File: src/rtl/hex_operand_entry_pkg.sv
// Shared constants for the hex operand entry block: phase encodings and debounce defaults.
package hex_operand_entry_pkg;

  localparam int DEBOUNCE_CYCLES_DEF = 1000000;
  localparam int CNT_W_DEF           = 20;
  localparam int N_BTN               = 5;

  localparam logic [1:0] PH_ENTER_A = 2'd0;
  localparam logic [1:0] PH_ENTER_B = 2'd1;
  localparam logic [1:0] PH_DONE    = 2'd2;

  // Pulse vector bit positions, ordered by priority (highest index wins).
  localparam int BI_RIGHT = 0;
  localparam int BI_LEFT  = 1;
  localparam int BI_LOAD  = 2;
  localparam int BI_ENTER = 3;
  localparam int BI_CLEAR = 4;

endpackage

File: src/rtl/hex_operand_entry_button_debounce.sv
// Raw button -> two-flop sync -> stable-count debounce -> one-cycle press pulse.
// Press pulse appears 2 + DEBOUNCE_CYCLES cycles after a steady raw edge; no backpressure.
module button_debounce #(
  parameter int DEBOUNCE_CYCLES = 1000000,
  parameter int CNT_W           = 20
) (
  input  logic clk,
  input  logic reset,
  input  logic i_btn,
  output logic o_pulse
);

  localparam logic [CNT_W-1:0] CNT_LAST = CNT_W'(DEBOUNCE_CYCLES - 1);

  logic             r_sync1;
  logic             r_sync2;
  logic [1:0]       r_vld;
  logic             r_db;
  logic             r_db_q;
  logic             r_armed;
  logic [CNT_W-1:0] r_cnt;

  always_ff @(posedge clk) begin
    if (reset) begin
      r_sync1 <= 1'b0;
      r_sync2 <= 1'b0;
      r_vld   <= 2'b00;
      r_db    <= 1'b0;
      r_db_q  <= 1'b0;
      r_armed <= 1'b0;
      r_cnt   <= '0;
    end else begin
      r_sync1 <= i_btn;
      r_sync2 <= r_sync1;
      r_vld   <= {r_vld[0], 1'b1};
      r_db_q  <= r_db;
      if (r_sync2 == r_db) begin
        r_cnt <= '0;
      end else if (r_cnt == CNT_LAST) begin
        r_db  <= ~r_db;
        r_cnt <= '0;
      end else begin
        r_cnt <= r_cnt + 1'b1;
      end
      // A button held through reset must be seen released before it can fire.
      if (r_vld[1] && !r_sync2 && !r_db) begin
        r_armed <= 1'b1;
      end
    end
  end

  assign o_pulse = r_db & ~r_db_q & r_armed;

endmodule

File: src/rtl/hex_operand_entry.sv
// Builds two 32-bit divider operands a nibble at a time from switches and debounced buttons.
// Actions take effect one cycle after the debounced pulse; start fires once per committed B.
module hex_operand_entry
  import hex_operand_entry_pkg::*;
#(
  parameter int DEBOUNCE_CYCLES = DEBOUNCE_CYCLES_DEF,
  parameter int CNT_W           = CNT_W_DEF
) (
  input  logic        clk,
  input  logic        reset,
  input  logic [3:0]  sw,
  input  logic        btn_left,
  input  logic        btn_right,
  input  logic        btn_load,
  input  logic        btn_enter,
  input  logic        btn_clear,
  output logic [31:0] entry,
  output logic [2:0]  digit_sel,
  output logic [31:0] op_a,
  output logic [31:0] op_b,
  output logic        start,
  output logic [1:0]  phase
);

  logic [N_BTN-1:0] w_raw;
  logic [N_BTN-1:0] w_pulse;

  assign w_raw[BI_RIGHT] = btn_right;
  assign w_raw[BI_LEFT]  = btn_left;
  assign w_raw[BI_LOAD]  = btn_load;
  assign w_raw[BI_ENTER] = btn_enter;
  assign w_raw[BI_CLEAR] = btn_clear;

  for (genvar g = 0; g < N_BTN; g++) begin : g_btn
    button_debounce #(
      .DEBOUNCE_CYCLES (DEBOUNCE_CYCLES),
      .CNT_W           (CNT_W)
    ) u_db (
      .clk     (clk),
      .reset   (reset),
      .i_btn   (w_raw[g]),
      .o_pulse (w_pulse[g])
    );
  end

  logic w_do_clear;
  logic w_do_enter;
  logic w_do_load;
  logic w_do_left;
  logic w_do_right;

  assign w_do_clear = w_pulse[BI_CLEAR];
  assign w_do_enter = w_pulse[BI_ENTER] & ~w_pulse[BI_CLEAR];
  assign w_do_load  = w_pulse[BI_LOAD]  & ~(|w_pulse[BI_CLEAR:BI_ENTER]);
  assign w_do_left  = w_pulse[BI_LEFT]  & ~(|w_pulse[BI_CLEAR:BI_LOAD]);
  assign w_do_right = w_pulse[BI_RIGHT] & ~(|w_pulse[BI_CLEAR:BI_LEFT]);

  logic [1:0]  r_state;
  logic [1:0]  w_state_nxt;
  logic [31:0] r_entry;
  logic [31:0] w_entry_nxt;
  logic [2:0]  r_sel;
  logic [2:0]  w_sel_nxt;
  logic [31:0] r_op_a;
  logic [31:0] w_op_a_nxt;
  logic [31:0] r_op_b;
  logic [31:0] w_op_b_nxt;
  logic        r_start;
  logic        w_start_nxt;

  always_ff @(posedge clk) begin
    if (reset) begin
      r_state <= PH_ENTER_A;
    end else begin
      r_state <= w_state_nxt;
    end
  end

  always_comb begin
    w_state_nxt = r_state;
    case (r_state)
      PH_ENTER_A: if (w_do_enter) w_state_nxt = PH_ENTER_B;
      PH_ENTER_B: if (w_do_enter) w_state_nxt = PH_DONE;
      PH_DONE:    if (w_do_enter || w_do_clear) w_state_nxt = PH_ENTER_A;
      default:    w_state_nxt = PH_ENTER_A;
    endcase
  end

  always_comb begin
    w_entry_nxt = r_entry;
    w_sel_nxt   = r_sel;
    w_op_a_nxt  = r_op_a;
    w_op_b_nxt  = r_op_b;
    w_start_nxt = 1'b0;
    if (w_do_clear) begin
      w_entry_nxt = '0;
      w_sel_nxt   = '0;
    end else if (w_do_enter) begin
      w_entry_nxt = '0;
      w_sel_nxt   = '0;
      if (r_state == PH_ENTER_A) begin
        w_op_a_nxt = r_entry;
      end else if (r_state == PH_ENTER_B) begin
        w_op_b_nxt  = r_entry;
        w_start_nxt = 1'b1;
      end
    end else if (r_state == PH_ENTER_A || r_state == PH_ENTER_B) begin
      if (w_do_load) begin
        w_entry_nxt[{r_sel, 2'b00} +: 4] = sw;
      end else if (w_do_left) begin
        w_sel_nxt = r_sel + 3'd1;
      end else if (w_do_right) begin
        w_sel_nxt = r_sel - 3'd1;
      end
    end
  end

  always_ff @(posedge clk) begin
    if (reset) begin
      r_entry <= '0;
      r_sel   <= '0;
      r_op_a  <= '0;
      r_op_b  <= '0;
      r_start <= 1'b0;
    end else begin
      r_entry <= w_entry_nxt;
      r_sel   <= w_sel_nxt;
      r_op_a  <= w_op_a_nxt;
      r_op_b  <= w_op_b_nxt;
      r_start <= w_start_nxt;
    end
  end

  assign entry     = r_entry;
  assign digit_sel = r_sel;
  assign op_a      = r_op_a;
  assign op_b      = r_op_b;
  assign start     = r_start;
  assign phase     = r_state;

endmodule

File: config.mk
export PLATFORM = sky130hd
export DESIGN_NAME = hex_operand_entry
export DESIGN_NICKNAME = d
export VERILOG_FILES = /design/src/rtl/hex_operand_entry_pkg.sv /design/src/rtl/hex_operand_entry_button_debounce.sv /design/src/rtl/hex_operand_entry.sv
export SDC_FILE = /design/constraint.sdc
export NUM_CORES = 1
export LEC_CHECK = 0
export BUFFER_PORTS_ARGS = -buffer_cell sky130_fd_sc_hd__buf_4
export CORE_ASPECT_RATIO = 0.5
export CORE_MARGIN = 5
export CORE_UTILIZATION = 25
export CTS_BUF_LIST = sky130_fd_sc_hd__clkbuf_16
export CTS_CLUSTER_SIZE = 16
export DETAILED_ROUTE_END_ITERATION = 8
export SETUP_SLACK_MARGIN = 0.15
export SLEW_MARGIN = 20
export SYNTH_ARGS = -nofsm -noshare
export SYNTH_HDL_FRONTEND = slang
export SYNTH_SLANG_ARGS = --single-unit
File: constraint.sdc
create_clock -name clk -period 2.55 [get_ports clk]
set_input_delay 0.3825 -clock clk [delete_from_list [all_inputs] [get_ports clk]]
set_output_delay 0.3825 -clock clk [all_outputs]
set_load 0.05 [all_outputs]
==> results.cfg <==
[pwr]
power_density_nw_per_um2 = 639
p_leak_nw = 4.01
ir_drop_v = 0.000306
p_total_mw = 7.33

[timing]
fin_skew_ps = 8.84
rsz0062_at_grt = no
finalSetupViolations = 0
relSlewSlack_pct = 57.4
final-hold-violation-count = 0
fin_crit_sh_pct = 81.4
tightest_slew_ps = 639
drv_slew = 0
fin_ws_ps = 473
fmax_ghz = 0.482
timing.hold.ws_ps = 72.1
setup_tns_ps = 0
min_period_ps = 2080

[drt]
drc_errors = 0
ant_nets = 0
routedWlPerCell_um = 13.6
firstDrtPassIters = 4
first_iter_violations = 386
vias_per_cell = 4.49
vias = 7579
wirelength_um = 23000

[setup_path]
cp_num_cells = 6
r2r_cells = 6
start_kind = flop
max_stage_delay_ps = 430
endpoint_kind = flop
worstSetupPathType = flop to flop
crit_chain = inv_1 -> ha_1 -> nor4b_1 -> buf_4 -> and4_1 -> mux2i_1
crit_slowest_cell = dfxtp_2
cp.required_ps = 3000
cp_max_fo = 10
critPathArrivalTime_ps = 2530
path_buf_inv = 2
crit_family = simple AND/OR/NAND/NOR gates

[final_layout]
drive_gt1_share_pct = 14.5
nets = 1207
diodes = 0
fin_cells = 1687
syn_to_final_growth_pct = 23.6
final_common_cell = dfxtp_1
final_cell_mix = 227 x dfxtp_1, 188 x nand2_1, 127 x buf_4

[clock_tree]
ctsResizeCount = 0
clk_latency_ps = 520
postCtsHoldBufs = 0
cts_tree = done
cts_buffers = 24
htreeDepth = 1
clockBufferDepth = 3
cts_root_buf = clkbuf_16
path_clk_slew_ps = 60
clock_sinks = 229
cts_setup_buffers = 0

[die]
die_w_um = 282
rows = 49
ioPinCount = 113
die_y_um = 146
die_area_um2 = 41300
coreArea_um2 = 36300
start_util_pct = 25.6

[yosys]
synthFlopType = dfxtp_1
synth_edf_count = 0
yosysSeqAreaShare_pct = 49.4
yosysUniqueCellTypes = 49
ys_ff_latch = 229
synth_fp_nets = 1103
synth_area_um2 = 9280
synth_area_per_cell_um2 = 8.58
yosys_warnings = 0
async_flop_share_pct = 0
synthCells = 1081

[global_route]
overflow = 0
antenna_found_initial = 0
grt_max_degree = 60
grt_pass1_vias = 6968
grt_usage_pct = 10.8
grt_pass1_wl_um = 36900

[placed_design]
numPortBuffers = 112
dp_slack_ps = 496
post-place-cells = 1643
gp_congestion = 0.821
dp_hpwl_um = 16200

[run_status]
outcome = finished, final reports clean

[worst_hold_path]
hp-class = input port to flop
hold_path_depth = 2

[job]
cap_violations = 0
==> layout make-up <==
cell class | instances | area [µm²]
fillers | 3824 | 24800
flip-flops and latches | 229 | 4590
multi-input cells | 779 | 4420
repair buffers | 127 | 953
clock buffers | 25 | 626
well taps | 484 | 606
clock inverters | 19 | 190
inverters | 24 | 90.1
==> where the power goes <==
part	internal [mW]	total (mW)	leakage, nW	switching, mW
registers	3.59	3.60	1.85	0.0108
logic	0.0309	0.101	1.74	0.0700
clock network	2.18	3.62	0.419	1.44
==> worst reg2reg max path, stage by stage, from the launching register on <==
cell     delay [ps]
dfxtp_2         430
inv_1           130
ha_1            370
nor4b_1         320
buf_4           190
and4_1          360
mux2i_1         210
==> path summary, 6_finish.rpt <==
| kind | slack (ps) | startpoint | endpoint |
|---|---|---|---|
| max | 470 | digit_sel[0] | entry[19] |
| min | 70 | btn_enter | g_btn[3].u_db.r_sync1 |
| max reg2reg | 470 | digit_sel[0] | entry[19] |
| min reg2reg | 440 | g_btn[3].u_db.r_vld[0] | g_btn[2].u_db.r_vld[1] |
==> cells by family after synthesis <==
kind of cell	synth area share, %
simple gates	27.4
flops	49.4
compound gates	9.68
buf+inv	3.07
xor+xnor	6.32
mux	2.59
fa+ha+maj	1.56
==> per-stage QoR <==
step	cell area (µm²)	util [%]
final	11500	31.6
after detailed placement	10700	29.4
after global placement	10700	29.4
after floorplan	9280	-
after CTS	11500	31.6
after global routing	11500	31.6
==> cell usage after synthesis (4+ instances only) <==
cell type,n,share of area (%)
a21oi_1,110,5.9
and3_1,10,0.67
and4_1,13,1.2
buf_2,5,0.27
clkbuf_1,42,1.7
dfxtp_1,229,49
ha_1,10,1.3
inv_1,24,0.97
mux2i_1,24,2.6
nand2_1,188,7.6
nand3_1,70,3.8
nand3b_1,5,0.40
nand4_1,19,1.3
nand4b_1,5,0.47
nor2_1,89,3.6
nor2b_1,18,1.2
nor3_1,15,0.81
nor3b_1,6,0.49
nor4_1,12,0.81
nor4b_1,10,0.94
o21a_1,4,0.32
o21ai_0,29,1.6
o31ai_1,14,1.1
or3_1,22,1.5
or4_1,15,1.2
xnor2_1,38,3.6
xor2_1,29,2.7
==> routing by layer <==
layer | part of all wire, % | track usage, % | wire [µm]
met5 | 0 | 0 | 0
met2 | 47 | 17.8 | 10700
met4 | 3.3 | 3.63 | 757
met1 | 47 | 14.2 | 10800
met3 | 3.0 | 2.03 | 695
==> sequential cells by signal, indices dropped and copies added, names as in the netlist <==
register            flops
g_btn.u_db.r_cnt      100
g_btn.u_db.r_vld        2
op_b                   32
digit_sel               3
phase                   2
start                   1
g_btn.u_db.r_db         5
g_btn.u_db.r_sync1      5
op_a                   32
g_btn.u_db.r_sync2      5
g_btn.u_db.r_armed      5
g_btn.u_db.r_db_q       5
entry                  32
(Power assumes the default switching activity.)
